File: config.mk
export PLATFORM = sky130hd
export DESIGN_NAME = text_pixel_pipe
export DESIGN_NICKNAME = d
export VERILOG_FILES = /design/src/rtl/text_pkg.sv /design/src/rtl/blink_timer.sv /design/src/rtl/text_pixel_pipe.sv
export SDC_FILE = /design/constraint.sdc
export NUM_CORES = 1
export LEC_CHECK = 0
export BUFFER_PORTS_ARGS = -buffer_cell sky130_fd_sc_hd__buf_2
export CAP_MARGIN = 20
export CORE_MARGIN = 2
export CORE_UTILIZATION = 43
export CTS_BUF_LIST = sky130_fd_sc_hd__clkbuf_4 sky130_fd_sc_hd__clkbuf_8
export CTS_CLUSTER_SIZE = 14
export DETAILED_ROUTE_END_ITERATION = 6
export PLACE_DENSITY_LB_ADDON = 0.3
export REMOVE_ABC_BUFFERS = 1
export SLEW_MARGIN = 20
export SYNTH_ARGS = -nofsm -noshare
export SYNTH_HDL_FRONTEND = slang
export SYNTH_SLANG_ARGS = --single-unit
File: constraint.sdc
create_clock -name Clk -period 1.7 [get_ports Clk]
set_input_delay 0.34 -clock Clk [delete_from_list [all_inputs] [get_ports Clk]]
set_output_delay 0.34 -clock Clk [all_outputs]
set_load 0.02 [all_outputs]
File: src/rtl/text_pkg.sv
// Shared constants and types for the text-mode pixel pipeline.
package text_pkg;

   localparam int GLYPH_W   = 8;
   localparam int GLYPH_H   = 16;
   localparam int TEXT_COLS = 80;
   localparam int TEXT_ROWS = 30;

   typedef struct packed {
      logic [3:0] r;
      logic [3:0] g;
      logic [3:0] b;
   } rgb12_t;

   typedef struct packed {
      logic [4:0] row;
      logic [6:0] col;
   } cell_t;

   // A cursor parked outside the 80x30 text area must never light a cell.
   function automatic logic cell_in_range(input cell_t c);
      return (int'(c.col) < TEXT_COLS) && (int'(c.row) < TEXT_ROWS);
   endfunction

endpackage

File: src/rtl/blink_timer.sv
// Cursor blink timer: counts vsync falling edges and toggles blink_phase
// every BLINK_FRAMES frames.
module blink_timer
   import text_pkg::*;
#(
   parameter int unsigned BLINK_FRAMES = 30
)
(
   input  logic Clk,
   input  logic Reset_n,
   input  logic pix_en,
   input  logic vs_in,
   output logic blink_phase
);

   logic       r_vs_prev;
   logic [7:0] r_frame_cnt;
   logic       r_blink_phase;
   logic       w_vs_fall;

   assign w_vs_fall = r_vs_prev & ~vs_in;

   always_ff @(posedge Clk or negedge Reset_n) begin
      if (!Reset_n) begin
         r_vs_prev     <= 1'b1;
         r_frame_cnt   <= 8'd0;
         r_blink_phase <= 1'b0;
      end else if (pix_en) begin
         r_vs_prev <= vs_in;
         if (w_vs_fall) begin
            if (r_frame_cnt == 8'(BLINK_FRAMES - 1)) begin
               r_frame_cnt   <= 8'd0;
               r_blink_phase <= ~r_blink_phase;
            end else begin
               r_frame_cnt <= r_frame_cnt + 8'd1;
            end
         end
      end
   end

   assign blink_phase = r_blink_phase;

endmodule

File: src/rtl/text_pixel_pipe.sv
// Text-mode pixel stage: font ROM address, glyph bit select, colour, cursor
// and blanking, with syncs delayed to match. Cursor blink under CURSOR_BLINK_EN.
module text_pixel_pipe
   import text_pkg::*;
#(
   parameter int unsigned BLINK_FRAMES = 30
)
(
   input  logic        Clk,
   input  logic        Reset_n,
   input  logic        pix_en,
   input  logic [9:0]  drawX,
   input  logic [9:0]  drawY,
   input  logic [7:0]  draw_code,
   input  logic        hs_in,
   input  logic        vs_in,
   input  logic        blank_n_in,
   input  logic [11:0] fg_rgb,
   input  logic [11:0] bg_rgb,
   input  logic [6:0]  cursor_col,
   input  logic [4:0]  cursor_row,
   output logic [10:0] glyph_addr,
   input  logic [7:0]  glyph_data,
   output logic [3:0]  red,
   output logic [3:0]  green,
   output logic [3:0]  blue,
   output logic        hs_out,
   output logic        vs_out,
   output logic        blank_n_out
);

   logic [10:0] r_glyph_addr;
   logic [2:0]  r_s1_col;
   logic        r_s1_inv;
   cell_t       r_s1_cell;
   logic        r_s1_hs;
   logic        r_s1_vs;
   logic        r_s1_blank_n;

   logic [2:0]  r_s2_col;
   logic        r_s2_inv;
   cell_t       r_s2_cell;
   logic        r_s2_hs;
   logic        r_s2_vs;
   logic        r_s2_blank_n;

   rgb12_t      r_rgb;
   logic        r_hs_out;
   logic        r_vs_out;
   logic        r_blank_n_out;

   logic        w_cursor_hit;
   logic        w_pix_bit;
   rgb12_t      w_rgb;
   logic        w_unused_drawy;

   assign w_unused_drawy = drawY[9];

   always_ff @(posedge Clk or negedge Reset_n) begin
      if (!Reset_n) begin
         r_glyph_addr <= '0;
         r_s1_col     <= '0;
         r_s1_inv     <= 1'b0;
         r_s1_cell    <= '0;
         r_s1_hs      <= 1'b1;
         r_s1_vs      <= 1'b1;
         r_s1_blank_n <= 1'b0;
      end else if (pix_en) begin
         r_glyph_addr <= {draw_code[6:0], drawY[3:0]};
         r_s1_col     <= drawX[2:0];
         r_s1_inv     <= draw_code[7];
         r_s1_cell    <= {drawY[8:4], drawX[9:3]};
         r_s1_hs      <= hs_in;
         r_s1_vs      <= vs_in;
         r_s1_blank_n <= blank_n_in;
      end
   end

   // Stage 2 only waits out the font ROM's registered read.
   always_ff @(posedge Clk or negedge Reset_n) begin
      if (!Reset_n) begin
         r_s2_col     <= '0;
         r_s2_inv     <= 1'b0;
         r_s2_cell    <= '0;
         r_s2_hs      <= 1'b1;
         r_s2_vs      <= 1'b1;
         r_s2_blank_n <= 1'b0;
      end else if (pix_en) begin
         r_s2_col     <= r_s1_col;
         r_s2_inv     <= r_s1_inv;
         r_s2_cell    <= r_s1_cell;
         r_s2_hs      <= r_s1_hs;
         r_s2_vs      <= r_s1_vs;
         r_s2_blank_n <= r_s1_blank_n;
      end
   end

`ifdef CURSOR_BLINK_EN
   logic  w_blink_phase;
   cell_t w_cursor_cell;

   blink_timer #(
      .BLINK_FRAMES(BLINK_FRAMES)
   ) u_blink_timer (
      .Clk         (Clk),
      .Reset_n     (Reset_n),
      .pix_en      (pix_en),
      .vs_in       (vs_in),
      .blink_phase (w_blink_phase)
   );

   assign w_cursor_cell = {cursor_row, cursor_col};
   assign w_cursor_hit  = w_blink_phase && cell_in_range(w_cursor_cell) &&
                          (r_s2_cell == w_cursor_cell);
`else
   logic w_unused_cursor;

   assign w_unused_cursor = ^{cursor_col, cursor_row, vs_in, r_s2_cell, 8'(BLINK_FRAMES)};
   assign w_cursor_hit    = 1'b0;
`endif

   // Bit 7 of the glyph row is the leftmost pixel of the cell.
   assign w_pix_bit = glyph_data[3'd7 - r_s2_col] ^ r_s2_inv ^ w_cursor_hit;
   assign w_rgb     = !r_s2_blank_n ? rgb12_t'(12'h000) :
                      (w_pix_bit ? rgb12_t'(fg_rgb) : rgb12_t'(bg_rgb));

   always_ff @(posedge Clk or negedge Reset_n) begin
      if (!Reset_n) begin
         r_rgb         <= '0;
         r_hs_out      <= 1'b1;
         r_vs_out      <= 1'b1;
         r_blank_n_out <= 1'b0;
      end else if (pix_en) begin
         r_rgb         <= w_rgb;
         r_hs_out      <= r_s2_hs;
         r_vs_out      <= r_s2_vs;
         r_blank_n_out <= r_s2_blank_n;
      end
   end

   assign glyph_addr  = r_glyph_addr;
   assign red         = r_rgb.r;
   assign green       = r_rgb.g;
   assign blue        = r_rgb.b;
   assign hs_out      = r_hs_out;
   assign vs_out      = r_vs_out;
   assign blank_n_out = r_blank_n_out;

endmodule

==> summary.txt <==
Timing
  – Tcrit/Tclk final: 0.990
  – Final setup violation count: 0
  – Slew headroom: 0.653
  – RSZ-0062 raised after global routing: true
  – Actual slew at the worst max-slew pin: 520 ps
  – Final Skew: 2.73 ps
  – Final hold vios: 0
  – Max-slew violations: 0
  – Max Clk Rate: 594 MHz
  – Fin crit period: 1680 ps
  – Setup TNS: 0 ps

CTS
  – H-tree Lvls: 2
  – Clock Path Buffers: 2
  – Sink Count: 40
  – CTS tree: yes
  – Clk_lat worst skew: 290 ps
  – CTS buffer count: 5
  – Hold-fix buffers at CTS: 0
  – Post-CTS sizing: 0
  – CTS clk-pin slew, worst paths: 80 ps
  – Clock root buffer: clkbuf_8

Route
  – Final wirelength: 4.60 mm
  – DR vias: 1741
  – Wire length per cell: 12.9 um
  – Drt first-iter violations: 117
  – DR vias/cell: 4.90
  – Residual DRC: 0
  – DR pass1 iterations: 4
  – Number of routed nets with antenna violations: 0

Finish
  – Layout Nets: 365
  – Area Growth Syn to Fin: 25.6%
  – Layout cells sized above 1: 0.559
  – Antenna cells: 0
  – Commonest cells after routing, fill and taps aside: buf_2, nor2_1, nand2_1
  – Commonest non-fill, non-tap cell in the layout: buf_2
  – Util after Layout: 0.562

Floorplanning
  – Core Rows: 25
  – Core Footprint: 4750 um2
  – Initial Util: 0.448
  – Die area: 5530 um2
  – Die Span X: 74.4 um
  – Ports: 104
  – Die H: 74.4 um

Logic synthesis
  – Distinct cells, synth: 24
  – Cell count after synthesis: 207
  – Yosys warning count: 0
  – Synth top area share: 0.400
  – Syn Area/Cell: 10.3 um2
  – #FFs+latches synth: 40
  – Share of the yosys chip area belonging to registers: 0.474
  – Synthesized area: 2130 um2
  – Post-synth top area cell: dfrtp_1
  – Main area contributors after synthesis: dfrtp_1, mux2_2, o21ai_2, nor2_1, dfstp_2

Setup path
  – CP endpoint kind: flop
  – Register-to-Register Path Depth: 5
  – Arrival @ worst endpoint: 1910 ps
  – Reg2reg end: blue[3]
  – Crit path required time: 1920 ps
  – Crit path kind: flop to flop
  – CP startpoint: r_s2_col[2]
  – Worst-path fanout max: 6
  – Worst r2r src: r_s2_col[2]
  – Nature of the critical path startpoint: flop
  – R2R Setup Slk: 20 ps

Run
  – Total of max-cap violations: 0

Global route
  – Vias in the first global route: 1744
  – Antenna violations before repair: 0
  – Largest net degree at the start of global routing: 41
  – Remaining Overflow, GRT: 0
  – Total Routing Usage GR: 0.183
  – First-pass GRT wire length: 7.72 mm

Worst hold path
  – Tightest Hold Check Type: input pin to async pin

Power and ir drop
  – Peak VDD IR: 0.000640 V
  – Leak pwr: 1.32 nW
  – Pwr per Cell Area: 1020 nW/um2

Outcome
  – Status: completed

Placement
  – Number of port buffers: 78
  – Detailed-placement wirelength estimate: 3.24 mm
  – RD Place Congestion: 0.804
[how the worst max path moves through the flow]
stage / slack (ps) / cells after the start / to
5_1_grt: -80 / 4 / green[3]
6_report: 20 / 5 / blue[3]
4_1_cts: 5 / 5 / blue[3]
3_5_place_dp: 2 / 4 / green[3]
2_1_floorplan: -200 / 4 / green[3]
3_3_place_gp: 20 / 4 / green[3]
[cell families (layout without fill, tap and decap cells)]
logic type	after synthesis	in the layout	share of synthesized area
compound gates	26	26	0.101
buf+inv	15	95	0.0464
mux	31	32	0.178
simple gates	95	95	0.201
flops	40	40	0.474
[sequential cells by signal (all words and copies together) (netlist names), 3 cells and up]
signal,count
glyph_addr,11
blue,4
green,4
red,4
r_s1_col,3
r_s2_col,3
[per-stage QoR]
step	instance area [um2]	hold slack [ps]	cells	worst slack, ps	total power, W
2_1_floorplan	2040	44.4	194	-204	0.00174
3_3_place_gp	2560	437	346	23.2	0.00204
3_5_place_dp	2560	434	346	1.71	0.00206
4_1_cts	2670	115	355	5.15	0.00276
5_1_grt	2670	137	355	-80.3	0.00289
6_report	2670	96.2	355	16.2	0.00272
[worst max-delay path: stages, from the launching register on]
cell and delay (ps):
dfrtp_1 410, mux4_2 570, mux2i_2 270, buf_4 230, o21ai_1 80, nand3_1 60
[cell usage after synthesis]
cell type	number
inv_1	2
dlygate4sd1_1	1
clkbuf_1	7
nor2_1	44
nand2b_1	3
dfstp_2	6
a211oi_1	1
dlymetal6s2s_1	1
o21ai_2	19
dfrtp_1	34
buf_4	1
mux2_2	27
a211oi_2	1
buf_6	2
o21ai_1	3
nand2_1	37
nand3_1	1
a211o_1	1
mux4_2	2
mux2i_2	1
clkbuf_8	1
nand3_2	10
o21ai_0	1
mux2_4	1
[metal layers]
metal,part of all wire,track usage,up-vias
li1,-,-,846
met1,0.44,0.228,823
met2,0.46,0.297,68
met3,0.091,0.0664,4
met4,0.0094,0.0635,0
met5,0,0,-
[report_power, final]
| part | internal, W | switching, W | leakage (nW) | total [W] |
|---|---|---|---|---|
| clock network | 0.000346 | 0.000328 | 0.0479 | 0.000674 |
| registers | 0.00112 | 0.0000864 | 0.478 | 0.00120 |
| logic | 0.000356 | 0.000487 | 0.790 | 0.000843 |
[timing repair]
action / 4_1_cts / 5_1_grt
buffers inserted: 0 / 0
endpoints found under the setup margin: 1 / 12
gates cloned: 1 / 0
[final cells by class]
class / instances / area, um2
clock buffer: 7 / 90.1
clock inverter: 1 / 7.51
fill: 459 / 2080
inverter: 2 / 7.51
multi-input combinational: 153 / 1030
sequential: 40 / 1010
tap: 67 / 83.8
timing repair buffer: 85 / 443
No activity file was read; power rests on OpenSTA's default activity.
